### src/rtl/mul_share_ctrl.sv
// rtl/mul_share_ctrl.sv - two-requester round-robin sequencer for a shared multi-cycle multiplier
//
// Purpose: arbitrates two requesters onto one multiplication_block, pulses its
// start for one cycle, holds the operands stable until it finishes, and returns
// the product with requester ID and tag on a valid/ready response port.
//
// Ports:
//   clk, reset_i   clock (rising edge), asynchronous active-high reset
//   req0_*/req1_*  valid/ready operation request: operands a/b and tag
//   mul_*          start pulse, latched operands, done level, product
//   rsp_*          valid/ready response: product, requester ID, tag, error
//
// Build option: define MUL_TIMEOUT_EN to enable the BUSY watchdog. After TIMEOUT
// BUSY cycles without a qualified done, the operation ends with rsp_err_o = 1
// and a zero product. Without it, BUSY waits indefinitely and rsp_err_o is 0.
module mul_share_ctrl #(
  parameter int WIDTH   = 64,
  parameter int TAG_W   = 5,
  parameter int TIMEOUT = 80
) (
  input  logic             clk,
  input  logic             reset_i,
  input  logic             req0_valid_i,
  output logic             req0_ready_o,
  input  logic [WIDTH-1:0] req0_a_i,
  input  logic [WIDTH-1:0] req0_b_i,
  input  logic [TAG_W-1:0] req0_tag_i,
  input  logic             req1_valid_i,
  output logic             req1_ready_o,
  input  logic [WIDTH-1:0] req1_a_i,
  input  logic [WIDTH-1:0] req1_b_i,
  input  logic [TAG_W-1:0] req1_tag_i,
  output logic             mul_start_o,
  output logic [WIDTH-1:0] mul_multiplier_o,
  output logic [WIDTH-1:0] mul_multiplicand_o,
  input  logic             mul_done_i,
  input  logic [WIDTH-1:0] mul_product_i,
  output logic             rsp_valid_o,
  input  logic             rsp_ready_i,
  output logic [WIDTH-1:0] rsp_product_o,
  output logic             rsp_id_o,
  output logic [TAG_W-1:0] rsp_tag_o,
  output logic             rsp_err_o
);

  typedef enum logic [1:0] {S_IDLE, S_START, S_BUSY, S_RESP} state_t;

  state_t           r_state;
  logic             r_last_grant;
  logic             r_busy_first;
  logic             r_mul_start;
  logic             r_rsp_valid;
  logic             r_id;
  logic [TAG_W-1:0] r_tag;
  logic [WIDTH-1:0] r_a;
  logic [WIDTH-1:0] r_b;
  logic [WIDTH-1:0] r_product;

  logic w_grant_valid;
  logic w_grant_id;
  logic w_accept;
  logic w_done_q;

`ifdef MUL_TIMEOUT_EN
  localparam int CNT_W = $clog2(TIMEOUT + 1);
  logic [CNT_W-1:0] r_cnt;
  logic             r_rsp_err;
  assign rsp_err_o = r_rsp_err;
`else
  // TIMEOUT only matters to the watchdog build; referenced here so it is not dangling.
  logic w_unused_timeout;
  assign w_unused_timeout = (TIMEOUT > 0);
  assign rsp_err_o = 1'b0;
`endif

  // Round-robin: on a tie the requester that did not win last time is granted.
  always_comb begin
    w_grant_valid = 1'b0;
    w_grant_id    = 1'b0;
    if (req0_valid_i && req1_valid_i) begin
      w_grant_valid = 1'b1;
      w_grant_id    = ~r_last_grant;
    end else if (req0_valid_i) begin
      w_grant_valid = 1'b1;
      w_grant_id    = 1'b0;
    end else if (req1_valid_i) begin
      w_grant_valid = 1'b1;
      w_grant_id    = 1'b1;
    end
  end

  // Ready is gated by reset so every output reads 0 while reset is held.
  assign w_accept     = (r_state == S_IDLE) && w_grant_valid && !reset_i;
  assign req0_ready_o = w_accept && !w_grant_id;
  assign req1_ready_o = w_accept &&  w_grant_id;

  // A sticky done left over from the previous operation is masked in the first BUSY cycle.
  assign w_done_q = (r_state == S_BUSY) && !r_busy_first && mul_done_i;

  assign mul_start_o        = r_mul_start;
  assign mul_multiplier_o   = r_a;
  assign mul_multiplicand_o = r_b;
  assign rsp_valid_o        = r_rsp_valid;
  assign rsp_product_o      = r_product;
  assign rsp_id_o           = r_id;
  assign rsp_tag_o          = r_tag;

  always_ff @(posedge clk or posedge reset_i) begin
    if (reset_i) begin
      r_state      <= S_IDLE;
      r_last_grant <= 1'b1;
      r_busy_first <= 1'b0;
      r_mul_start  <= 1'b0;
      r_rsp_valid  <= 1'b0;
      r_id         <= 1'b0;
      r_tag        <= '0;
      r_a          <= '0;
      r_b          <= '0;
      r_product    <= '0;
`ifdef MUL_TIMEOUT_EN
      r_cnt        <= '0;
      r_rsp_err    <= 1'b0;
`endif
    end else begin
      case (r_state)
        S_IDLE: begin
          if (w_accept) begin
            r_a          <= w_grant_id ? req1_a_i   : req0_a_i;
            r_b          <= w_grant_id ? req1_b_i   : req0_b_i;
            r_tag        <= w_grant_id ? req1_tag_i : req0_tag_i;
            r_id         <= w_grant_id;
            r_last_grant <= w_grant_id;
            r_mul_start  <= 1'b1;
            r_state      <= S_START;
          end
        end
        S_START: begin
          r_mul_start  <= 1'b0;
          r_busy_first <= 1'b1;
`ifdef MUL_TIMEOUT_EN
          r_cnt        <= '0;
`endif
          r_state      <= S_BUSY;
        end
        S_BUSY: begin
          r_busy_first <= 1'b0;
          if (w_done_q) begin
            r_product   <= mul_product_i;
            r_rsp_valid <= 1'b1;
            r_state     <= S_RESP;
          end
`ifdef MUL_TIMEOUT_EN
          // r_cnt counts completed BUSY cycles, so this fires on the TIMEOUT-th one.
          else if (r_cnt == CNT_W'(TIMEOUT - 1)) begin
            r_product   <= '0;
            r_rsp_err   <= 1'b1;
            r_rsp_valid <= 1'b1;
            r_state     <= S_RESP;
          end else begin
            r_cnt <= r_cnt + 1'b1;
          end
`endif
        end
        S_RESP: begin
          if (rsp_ready_i) begin
            r_rsp_valid <= 1'b0;
`ifdef MUL_TIMEOUT_EN
            r_rsp_err   <= 1'b0;
`endif
            r_state     <= S_IDLE;
          end
        end
        default: r_state <= S_IDLE;
      endcase
    end
  end

endmodule

### config.mk
export PLATFORM = sky130hd
export DESIGN_NAME = mul_share_ctrl
export DESIGN_NICKNAME = d
export VERILOG_FILES = /design/src/rtl/mul_share_ctrl.sv
export SDC_FILE = /design/constraint.sdc
export NUM_CORES = 1
export LEC_CHECK = 0
export CAP_MARGIN = 10
export CORE_AREA = 5 5 206 208
export CTS_CLUSTER_SIZE = 25
export DETAILED_ROUTE_END_ITERATION = 10
export DIE_AREA = 0 0 211 213
export GPL_TIMING_DRIVEN = 0
export PLACE_DENSITY = 0.6
export SLEW_MARGIN = 20
export SYNTH_ARGS = -nofsm -noshare
export SYNTH_HDL_FRONTEND = slang
export SYNTH_SLANG_ARGS = --single-unit
### constraint.sdc
create_clock -name clk -period 17.9 [get_ports clk]
set_input_delay 3.58 -clock clk [delete_from_list [all_inputs] [get_ports clk]]
set_output_delay 3.58 -clock clk [all_outputs]
set_load 0.1 [all_outputs]
**Yosys cells after proc, flatten, opt, wreduce, memory -nomap -nowiden**

Cells that the tools add are included.

- Register bits after elaboration: 204
- Bits of input ports: 336
- Output and inout bits: 203

- Bitwise gates (word level): 1
- Reduce and logical (&&, ||, !) cells: 19
- Equal/unequal tests: 6
- Multiplexer cells: 18

Operators with widths:

| cell | count |
|---|---|
| 2-to-1 mux 64 bit | 2 |
| 2-to-1 mux 1 bit | 8 |
| case mux 2 bit (4 select lines) | 1 |
| logical AND 1 bit | 7 |
| 2-to-1 mux 2 bit | 3 |
| inequality test 2 bit, second input constant | 3 |
| case mux 1 bit (2 select lines) | 3 |
| AND reduction 2 bit | 3 |
| AND reduction 3 bit | 2 |
| nonzero test 2 bit | 3 |
| 2-to-1 mux 5 bit | 1 |
| equality test 2 bit, second input constant | 2 |
| zero test 1 bit | 3 |
| equality test 2 x 1 -> 1 bit, second input constant | 1 |
| zero test 2 bit | 1 |
| inverter 1 bit | 1 |

**Logic depth before layout (Yosys ltp)**

Gate-level depths: netlist of run 1.

- Depth after elaboration: 7
- Depth in mapped cells: 8
- Depth with buffers taken out: 5

**Worst setup path after synthesis of run 1**

OpenSTA, ideal clock, no wires.

- Path kind: input port to output port
- From: in reset_i
- To: out req1_ready_o
- Slack: 9808 ps
- Arrival time: 4512 ps
- Required time: 14320 ps
- Buffers on the path: 2
- Stages: 4
- Cell sequence: nor2b_1 > and3_1 > buf_2 > buf_2

- Word-level cells in the longest chain between the ends: 3

RTL lines:

| what | line | source |
|---|---|---|
| from (decl) | 22 | `input logic reset_i,` |
| zero test 1 bit (no line) | - |  |
| logical AND 1 bit | 93 | `assign w_accept = (r_state == S_IDLE) && w_grant_valid && !reset_i;` |
| logical AND 1 bit | 95 | `assign req1_ready_o = w_accept && w_grant_id;` |
| to (decl) | 29 | `output logic req1_ready_o,` |

Every way passes these cells.

**Worst setup path in the final report of run 1**

Ends and elaborated chain as after synthesis.

==> run summary, run 1 <==
## Detailed routing
• Post-route DRC: 0
• 1st-iter DRT viols: 438
• Via density: 4.55
• vias post-DR: 7,994
• final routed wirelength across all metal layers: 38,600 um
• per-cell routed wire length: 22.0 um
• Detail Route Antenna Nets: 0
• iteration count of the initial detailed-routing pass: 4

## Clock network
• maximum clock insertion buffer count: 3
• clock sink count: 204
• hold buffer count at cts: 0
• clock latency of the later-clocked register in the worst-skew pair: 530 ps
• post-CTS resize count: 0
• CTS tree: built
• total CTS buffers: 25
• htree depth: 1
• number of buffers added for setup after CTS: 0
• clock root buffer master: sky130_fd_sc_hd__clkbuf_16
• clock transition at the registers of the reported paths: 50 ps

## Worst setup path
• R2R setup slack: 15,600 ps
• data required time of the critical path: 14,320 ps
• Worst Reg-to-Reg Cells: 8
• maximum fanout encountered on the critical timing path: 10
• CP arrival: 6500 ps
• RR Startpoint: r_state[0]$_DFFE_PP0P_
• CP Launch Type: primary input
• type of the worst setup path: primary input to primary output
• capturing point of the worst reg2reg path: mul_multiplicand_o[43]$_DFFE_PP0P_
• Worst setup EP type: primary output

## Hold path
• startpoint of the tightest hold check path: rsp_id_o$_DFFE_PP0P_
• path class of the lowest-slack min-delay path: flip-flop to flip-flop
• sink of the worst hold path: rsp_id_o$_DFFE_PP0P_
• number of instances on the worst hold path: 1

## Run
• max-cap violations: 0

## GRT
• met3 usage in global routing: 3.78%
• met2 Use GR: 27.9%
• vias in the first global route: 8,861
• global router's overall resource usage: 16.1%
• global-route wire length before repair: 56,400 um
• global-route layer with the greatest usage: met2
• initial antenna violation count: 0
• global route overflow: 0
• met1 Track Usage GR: 20.0%
• pin count of the biggest net entering global routing: 92

## Yosys
• #FFs+latches synth: 204
• fraction of the mapped netlist area in simple logic gates: 0.754%
• Syn Area/Cell: 13.8 um^2
• Post-synth EDFFs: 0
• main combinational cell family by area after synthesis: compound AO/OA/AOI/OAI gates
• Unique masters post-synth: 27
• Synth Area in Adders: 0.712%
• XOR/XNOR share of the synthesized area: 0%
• fraction of registers with async set or reset after synthesis: 100%
• sequential cell area fraction in the yosys report: 58.1%
• syn_nets: 979
• Syn Std Cell Area: 8790 um^2
• largest area contributor in the synthesized netlist: sky130_fd_sc_hd__dfrtp_1
• post-synthesis mux area share: 8.44%
• Post-Synthesis Cells: 638
• fraction of the mapped netlist area in compound gates: 27.4%
• most instantiated flip-flop cell in the synthesis netlist: sky130_fd_sc_hd__dfrtp_1
• Synth area leaders: sky130_fd_sc_hd__dfrtp_1 58%, sky130_fd_sc_hd__a221o_1 15%, sky130_fd_sc_hd__o21a_1 11%, sky130_fd_sc_hd__mux2_2 8.3%, sky130_fd_sc_hd__buf_2 2.1%
• area share of the largest cell type after synthesis: 57.8%
• count of warnings emitted by yosys: 0

## STA
• Final Critical Period: 10,080 ps
• Final setup violation count: 0
• accumulated negative setup slack: 0 ps
• RSZ-0062 raised after global routing: no
• final max-slew violation count: 0
• number of hold violations in the final report: 0
• maximum achievable frequency: 0.0992 GHz
• transition at the pin with the smallest max-transition slack: 1090 ps
• portion of the clock cycle consumed by the worst path in the final layout: 56.3%
• worst clock skew on the final layout: 9.17 ps
• relative slew slack: 27.3%

## Floorplanning
• vertical die dimension: 213 um
• number of placement rows: 74
• die width: 211 um
• Core Region: 40,400 um^2
• Boundary Pins: 539
• effective utilization at floorplan: 21.8%
• Die Area: 44,900 um^2

## Placed design
• total of buffers placed on input and output ports: 537
• final RePlAce weighted congestion: 0.874
• final HPWL from detailed placement: 30,300 um

## Cells and area
• area of combinational cells with multiple inputs: 3280 um^2
• leading cell types in the layout, fill and taps excluded: 537 x sky130_fd_sc_hd__clkdlybuf4s50_1, 203 x sky130_fd_sc_hd__dfrtp_1, 133 x sky130_fd_sc_hd__o21a_1, 133 x sky130_fd_sc_hd__a221o_1, 65 x sky130_fd_sc_hd__mux2_2
• total number of nets in the final design: 1,545
• Area Overhead vs Synth: 79.5%
• most common library cell in the layout ignoring fill and taps: sky130_fd_sc_hd__clkdlybuf4s50_1
• final-layout fill cell count: 3,963
• number of inserted diodes: 0
• flip-flop and latch area: 5110 um^2
• layout cells sized above 1: 13.0%

## Run status
• status: completed

cells in the mapped netlist, drive strengths merged, types with 2 or more instances:
cell	instances
o21a	133
mux2	65
nand2	2
and3	2
clkbuf	18
nor2	2
a21o	3
buf	49
o21ai	2
nand2b	3
ha	5
nor2b	2
dfrtp	203
inv	6
a221o	133
final cells by class:
class,instances,share of cell area [%]
plain buffers,67,2.41
well taps,532,4.22
clock inverters,7,0.753
multi-input cells,361,20.8
repair buffers,539,34.4
clock buffers,39,4.87
flip-flops and latches,204,32.4
inverters,6,0.190
cell families (layout without fill, tap and decap cells):
kind of cell | after synthesis | in the layout
flops | 204 | 204
other cells | 1 | 1
compound gates | 277 | 277
mux | 66 | 66
simple gates | 12 | 12
buf+inv | 73 | 658
fa+ha+maj | 5 | 5
layer usage:
| layer | routed length [um] | up-vias |
|---|---|---|
| met5 | 0 | - |
| met4 | 1080 | 0 |
| met3 | 2660 | 46 |
| met2 | 19200 | 343 |
| met1 | 15700 | 3963 |
| li1 | - | 3642 |
state kept, by name (all words and copies together), names as in the netlist, 2 cells and up:
name	count
mul_multiplicand_o	64
mul_multiplier_o	64
r_state	2
rsp_product_o	64
rsp_tag_o	5
worst max-delay path, stage by stage:
cell and delay [ps]:
sky130_fd_sc_hd__clkdlybuf4s50_1 530, sky130_fd_sc_hd__nor2b_1 230, sky130_fd_sc_hd__and3_1 170, sky130_fd_sc_hd__buf_2 370, sky130_fd_sc_hd__buf_2 400, sky130_fd_sc_hd__clkdlybuf4s50_1 1210
worst max path at each step:
stage / startpoint / endpoint / slack [ps] / cells after the start
2_1_floorplan: reset_i / mul_multiplicand_o[0]$_DFFE_PP0P_ / 8750 / 1
3_5_place_dp: reset_i / req1_ready_o / 7740 / 6
6_report: reset_i / req1_ready_o / 7820 / 6
3_3_place_gp: reset_i / mul_multiplicand_o[31]$_DFFE_PP0P_ / 5380 / 2
4_1_cts: reset_i / req1_ready_o / 7730 / 6
5_1_grt: reset_i / req1_ready_o / 7680 / 6
metrics by stage:
step / util [%] / area, um^2 / setup WS [ps] / hold WS (ps) / cells
2_1_floorplan: - / 8790 / 8750 / 497 / 638
5_1_grt: 39.1 / 15800 / 7680 / 499 / 1755
3_3_place_gp: 36.7 / 14800 / 5380 / 467 / 1707
6_report: 39.1 / 15800 / 7820 / 478 / 1755
3_5_place_dp: 36.9 / 14900 / 7740 / 469 / 1709
4_1_cts: 39.1 / 15800 / 7730 / 485 / 1755
Power of run 1 is left out: the tool's default activity adds up to more than one toggle a clock period on the data nets, which glitch-free logic cannot reach.
==> inputs of run 2 (changes only) <==
--- a/config.mk
+++ b/config.mk
@@ -6,12 +6,12 @@
 export NUM_CORES = 1
 export LEC_CHECK = 0
 export CAP_MARGIN = 10
-export CORE_AREA = 5 5 206 208
+export CORE_AREA = 5 5 204 206
 export CTS_CLUSTER_SIZE = 25
 export DETAILED_ROUTE_END_ITERATION = 10
-export DIE_AREA = 0 0 211 213
+export DIE_AREA = 0 0 209 211
 export GPL_TIMING_DRIVEN = 0
-export PLACE_DENSITY = 0.6
+export PLACE_DENSITY = 0.63
 export SLEW_MARGIN = 20
 export SYNTH_ARGS = -nofsm -noshare
 export SYNTH_HDL_FRONTEND = slang
==> constraint.sdc (replaced) <==
create_clock -name clk -period 8.8 [get_ports clk]
set_input_delay 1.76 -clock clk [delete_from_list [all_inputs] [get_ports clk]]
set_output_delay 1.76 -clock clk [all_outputs]
set_load 0.1 [all_outputs]
==> run 2 against run 1 <==
Against the previous run: global-route usage is 0.22 points lower; setup slack worse by 5400 ps; critical path type unchanged; critical endpoint unchanged; highest routed layer unchanged; via count is 0.93% higher.
==> run summary, run 2 (synthesis gave the netlist of run 1 again) <==
## STA
• Final Critical Period: 6370 ps
• maximum achievable frequency: 0.157 GHz
• final max-slew violation count: 0, unchanged
• hold slack: 480 ps, +2.65 ps
• Final setup violation count: 0, unchanged
• worst clock skew on the final layout: 10.5 ps, +1.38 ps
• accumulated negative setup slack: 0 ps, unchanged
• number of hold violations in the final report: 0, unchanged
• relative slew slack: 28.6%, +1.3 points
• RSZ-0062 raised after global routing: no
• portion of the clock cycle consumed by the worst path in the final layout: 72.4%
• transition at the pin with the smallest max-transition slack: 1070 ps, -19.3 ps

## GRT
• global-route wire length before repair: 55,100 um, -2.3%
• global route overflow: 0, unchanged
• global-route layer with the greatest usage: met2
• met2 Use GR: 27.9%, -0.040 points
• pin count of the biggest net entering global routing: 92, unchanged
• met3 usage in global routing: 3.98%, +0.20 points
• global router's overall resource usage: 15.9%, -0.22 points
• initial antenna violation count: 0, unchanged
• vias in the first global route: 8,772, -1.0%
• met1 Track Usage GR: 19.7%, -0.30 points

## Floorplanning
• Die Area: 44,100 um^2, -1.9%
• number of placement rows: 73, -1.4%
• Boundary Pins: 539, unchanged
• Core Region: 39,500 um^2, -2.3%
• effective utilization at floorplan: 22.3%, +0.50 points
• die width: 209 um, -0.95%
• vertical die dimension: 211 um, -0.94%

## Worst setup path
• Worst setup EP type: primary output
• type of the worst setup path: primary input to primary output
• R2R setup slack: 6580 ps, -9020 ps
• RR Startpoint: r_state[0]$_DFFE_PP0P_
• CP arrival: 4610 ps, -1890 ps
• data required time of the critical path: 7040 ps, -7280 ps
• CP Launch Type: primary input
• maximum fanout encountered on the critical timing path: 10, unchanged
• source of the critical timing path: reset_i
• Worst Reg-to-Reg Cells: 8, unchanged

## Cells and area
• leading cell types in the layout, fill and taps excluded: 536 x sky130_fd_sc_hd__clkdlybuf4s50_1, 203 x sky130_fd_sc_hd__dfrtp_1, 133 x sky130_fd_sc_hd__o21a_1, 133 x sky130_fd_sc_hd__a221o_1, 65 x sky130_fd_sc_hd__mux2_2
• most common library cell in the layout ignoring fill and taps: sky130_fd_sc_hd__clkdlybuf4s50_1
• final std cell area, no fill: 15,700 um^2, -0.38%
• final-layout fill cell count: 3,835, -3.2%
• number of inserted diodes: 0, unchanged
• Area Overhead vs Synth: 78.8%
• total number of nets in the final design: 1,545, unchanged
• layout cells sized above 1: 13.0%, unchanged
• non-filler instance count after layout: 1,748, -0.40%

## Hold path
• path class of the lowest-slack min-delay path: flip-flop to flip-flop
• startpoint of the tightest hold check path: rsp_id_o$_DFFE_PP0P_
• number of instances on the worst hold path: 1, unchanged

## Placed design
• cell area after placement: 14,900 um^2, about the same
• total of buffers placed on input and output ports: 537, unchanged
• number of placed instances with taps included: 1,702, -0.41%
• final RePlAce weighted congestion: 0.873, about the same
• final HPWL from detailed placement: 29,400 um, -2.8%

## Clock network
• number of buffers added for setup after CTS: 0, unchanged
• CTS tree: built
• htree depth: 1, unchanged
• clock sink count: 204, unchanged
• clock transition at the registers of the reported paths: 50 ps, about the same
• clock root buffer master: sky130_fd_sc_hd__clkbuf_16
• total CTS buffers: 25, unchanged
• clock latency of the later-clocked register in the worst-skew pair: 540 ps, about the same
• post-CTS resize count: 0, unchanged
• hold buffer count at cts: 0, unchanged
• maximum clock insertion buffer count: 3, unchanged

## Detailed routing
• Via density: 4.62, +1.3%
• vias post-DR: 8,068, +0.93%
• Detail Route Antenna Nets: 0, unchanged
• Post-route DRC: 0, unchanged
• final routed wirelength across all metal layers: 37,500 um, -3.0%
• per-cell routed wire length: 21.4 um, -2.6%
• iteration count of the initial detailed-routing pass: 4, unchanged
• 1st-iter DRT viols: 410, -6.4%

## Run
• max-cap violations: 0, unchanged

## Run status
• status: completed

## run 2: final cells by class
type | instances | area (um^2) | share of cell area, %
Clock inverter | 7 | 82.6 | 0.525
Tap cell | 525 | 657 | 4.18
Inverter | 6 | 30.0 | 0.191
Buffer | 67 | 380 | 2.42
Sequential cell | 204 | 5110 | 32.5
Clock buffer | 39 | 758 | 4.82
Multi-Input combinational cell | 361 | 3280 | 20.9
Timing Repair Buffer | 539 | 5430 | 34.5
## run 2: routing by layer
metal	vias to the layer above	share of wire (%)
met3	48	7.0
met1	4015	40
met2	362	50
li1	3643	-
met4	0	2.3
met5	-	0
## run 2: critical path: stages
cell	delay (ps)
sky130_fd_sc_hd__clkdlybuf4s50_1	550
sky130_fd_sc_hd__nor2b_1	220
sky130_fd_sc_hd__and3_1	170
sky130_fd_sc_hd__buf_2	320
sky130_fd_sc_hd__buf_2	370
sky130_fd_sc_hd__clkdlybuf4s50_1	1200
## run 2: metrics by stage
step / utilization, % / worst slack (ps)
after CTS: 39.9 / 2350
after global placement: 37.6 / -1830
after global routing: 39.8 / 2300
after floorplan: - / 1470
after detailed placement: 37.7 / 2350
final: 39.8 / 2430
## run 2: final timing paths
kind | endpoint
worst max-delay path | req1_ready_o
worst max register to register | mul_multiplicand_o[34]$_DFFE_PP0P_
max in group asynchronous | mul_multiplicand_o[12]$_DFFE_PP0P_
worst min-delay path | rsp_id_o$_DFFE_PP0P_
worst min register to register | rsp_id_o$_DFFE_PP0P_
min in group asynchronous | r_state[1]$_DFFE_PP0P_
Power of run 2 is left out for the same reason.
==> inputs of run 3 (changes only) <==
--- a/config.mk
+++ b/config.mk
@@ -6,12 +6,12 @@
 export NUM_CORES = 1
 export LEC_CHECK = 0
 export CAP_MARGIN = 10
-export CORE_AREA = 5 5 204 206
+export CORE_AREA = 5 5 205 207
 export CTS_CLUSTER_SIZE = 25
 export DETAILED_ROUTE_END_ITERATION = 10
-export DIE_AREA = 0 0 209 211
+export DIE_AREA = 0 0 210 212
 export GPL_TIMING_DRIVEN = 0
-export PLACE_DENSITY = 0.63
+export PLACE_DENSITY = 0.61
 export SLEW_MARGIN = 20
 export SYNTH_ARGS = -nofsm -noshare
 export SYNTH_HDL_FRONTEND = slang
==> constraint.sdc (replaced) <==
create_clock -name clk -period 6.15 [get_ports clk]
set_input_delay 1.23 -clock clk [delete_from_list [all_inputs] [get_ports clk]]
set_output_delay 1.23 -clock clk [all_outputs]
set_load 0.1 [all_outputs]
==> run 3 against run 2 <==
Against the previous run: clock-buffer cell count shrank 2; hold slack worse by 8.9 ps; core utilization is 0.62 points lower; critical path depth did not move.
==> run summary, run 3 (synthesis gave the netlist of run 1 again) <==
## Worst setup path
• critical-path cell with the highest stage delay: sky130_fd_sc_hd__clkdlybuf4s50_1
• maximum fanout encountered on the critical timing path: 10, unchanged
• CP arrival: 3990 ps, -620 ps
• CP Launch Type: primary input
• longest individual stage delay on the worst path: 1200 ps, about the same
• critical path's top delay family: buffers and inverters
• type of the worst setup path: primary input to primary output
• Buf+Inv Stages, Crit Path: 4, unchanged
• Worst setup EP type: primary output
• critical-path cell list: clkdlybuf4s50_1, nor2b_1, and3_1, buf_2, buf_2, clkdlybuf4s50_1
• data required time of the critical path: 4920 ps, -2120 ps

## GRT
• global router's overall resource usage: 16.5%, +0.56 points
• initial antenna violation count: 1, +1
• global route overflow: 0, unchanged
• pin count of the biggest net entering global routing: 34, -63%
• global-route wire length before repair: 56,600 um, +2.8%
• vias in the first global route: 8,969, +2.2%

## Cells and area
• number of inserted diodes: 0, unchanged
• total number of nets in the final design: 1,550, +0.32%
• final-layout fill cell count: 3,949, +3.0%
• Area Overhead vs Synth: 79.3%
• most common library cell in the layout ignoring fill and taps: sky130_fd_sc_hd__clkdlybuf4s50_1
• layout cells sized above 1: 13.3%, +0.28 points
• leading cell types in the layout, fill and taps excluded: 534 x sky130_fd_sc_hd__clkdlybuf4s50_1, 203 x sky130_fd_sc_hd__dfrtp_1, 133 x sky130_fd_sc_hd__o21a_1, 133 x sky130_fd_sc_hd__a221o_1, 65 x sky130_fd_sc_hd__mux2_2

## Floorplanning
• Die Area: 44,500 um^2, +0.95%
• number of placement rows: 74, +1.4%
• vertical die dimension: 212 um, +0.47%
• Boundary Pins: 539, unchanged
• effective utilization at floorplan: 21.9%, -0.40 points
• die width: 210 um, +0.48%
• Core Region: 40,200 um^2, +1.8%

## Run
• max-cap violations: 0, unchanged

## Hold path
• path class of the lowest-slack min-delay path: flip-flop to flip-flop

## Detailed routing
• Post-route DRC: 0, unchanged
• final routed wirelength across all metal layers: 39,000 um, +4.1%
• vias post-DR: 8,091, +0.29%
• per-cell routed wire length: 22.2 um, +3.4%
• iteration count of the initial detailed-routing pass: 4, unchanged
• 1st-iter DRT viols: 347, -15%
• Detail Route Antenna Nets: 0, unchanged
• Via density: 4.60, -0.34%

## STA
• relative slew slack: 26.6%, -1.9 points
• transition at the pin with the smallest max-transition slack: 1100 ps, +28.9 ps
• number of hold violations in the final report: 0, unchanged
• accumulated negative setup slack: 0 ps, unchanged
• Final setup violation count: 0, unchanged
• Final Critical Period: 5220 ps
• RSZ-0062 raised after global routing: no
• final max-slew violation count: 0, unchanged
• maximum achievable frequency: 0.192 GHz
• portion of the clock cycle consumed by the worst path in the final layout: 84.9%
• worst clock skew on the final layout: 15.8 ps, +5.25 ps

## Clock network
• total CTS buffers: 25, unchanged
• post-CTS resize count: 0, unchanged
• clock transition at the registers of the reported paths: 50 ps, about the same
• hold buffer count at cts: 0, unchanged
• htree depth: 1, unchanged
• maximum clock insertion buffer count: 3, unchanged
• clock latency of the later-clocked register in the worst-skew pair: 520 ps, -20 ps
• clock sink count: 204, unchanged
• number of buffers added for setup after CTS: 0, unchanged
• CTS tree: built
• clock root buffer master: sky130_fd_sc_hd__clkbuf_16

## Placed design
• final HPWL from detailed placement: 31,200 um, +6.0%
• final RePlAce weighted congestion: 0.885, +1.3%
• total of buffers placed on input and output ports: 537, unchanged

## Run status
• status: completed

-- run 3: cell types whose count changed in the layout (fill, tap and decap cells not counted), sizes merged --
cell / previous run / this run
inv: 7 / 5
bufinv: 1 / 2
clkbuf: 57 / 55
clkinv: 5 / 6
buf: 52 / 59
clkinvlp: 0 / 1
clkdlybuf4s50: 536 / 534
-- run 3: final cells by class --
type	count	area, um^2	share of cell area, %
plain buffers	67	380	2.41
flip-flops and latches	204	5110	32.4
clock inverters	8	90.1	0.572
repair buffers	544	5500	34.9
clock buffers	37	711	4.51
well taps	532	666	4.22
multi-input cells	361	3280	20.8
inverters	6	26.3	0.167
-- run 3: final timing paths --
check | slack [ps] | cells past startpoint | startpoint | end
max in group asynchronous | 4000 | 5 | reset_i | rsp_product_o[24]$_DFFE_PP0P_
worst max register to register | 3850 | 8 | r_state[1]$_DFFE_PP0P_ | mul_multiplicand_o[34]$_DFFE_PP0P_
worst max-delay path | 930 | 6 | reset_i | req1_ready_o
min in group asynchronous | 1180 | 2 | reset_i | rsp_product_o[54]$_DFFE_PP0P_
worst min-delay path | 470 | 1 | rsp_id_o$_DFFE_PP0P_ | rsp_id_o$_DFFE_PP0P_
worst min register to register | 470 | 1 | rsp_id_o$_DFFE_PP0P_ | rsp_id_o$_DFFE_PP0P_
-- run 3: stage by stage --
stage	instance area, um^2	hold slack, ps	setup WS, ps	utilization [%]	instances
5_1_grt	15800	492	797	39.2	1759
6_report	15800	471	930	39.2	1759
3_5_place_dp	15000	465	879	37.2	1714
2_1_floorplan	8790	497	2280	-	638
3_3_place_gp	14800	463	310	36.9	1707
4_1_cts	15800	477	876	39.2	1759
-- run 3: layer usage --
| layer | up-vias | track usage (%) | wire length [um] |
|---|---|---|---|
| li1 | 3653 | - | - |
| met1 | 3995 | 19.7 | 15500 |
| met2 | 385 | 28.2 | 18900 |
| met3 | 56 | 5.25 | 3330 |
| met4 | 2 | 5.49 | 1190 |
| met5 | - | 0 | 11 |
-- run 3: worst reg2reg max path: cells and delay by family, from the launching register on --
family / cells / cell delay, ps
AOI/OAI and AO/OA: 1 / 180
adders and majority gates: 1 / 260
buffers and inverters: 4 / 1000
DFF: 1 / 410
and+or+nand+nor: 2 / 380
Power of run 3 is left out for the same reason.
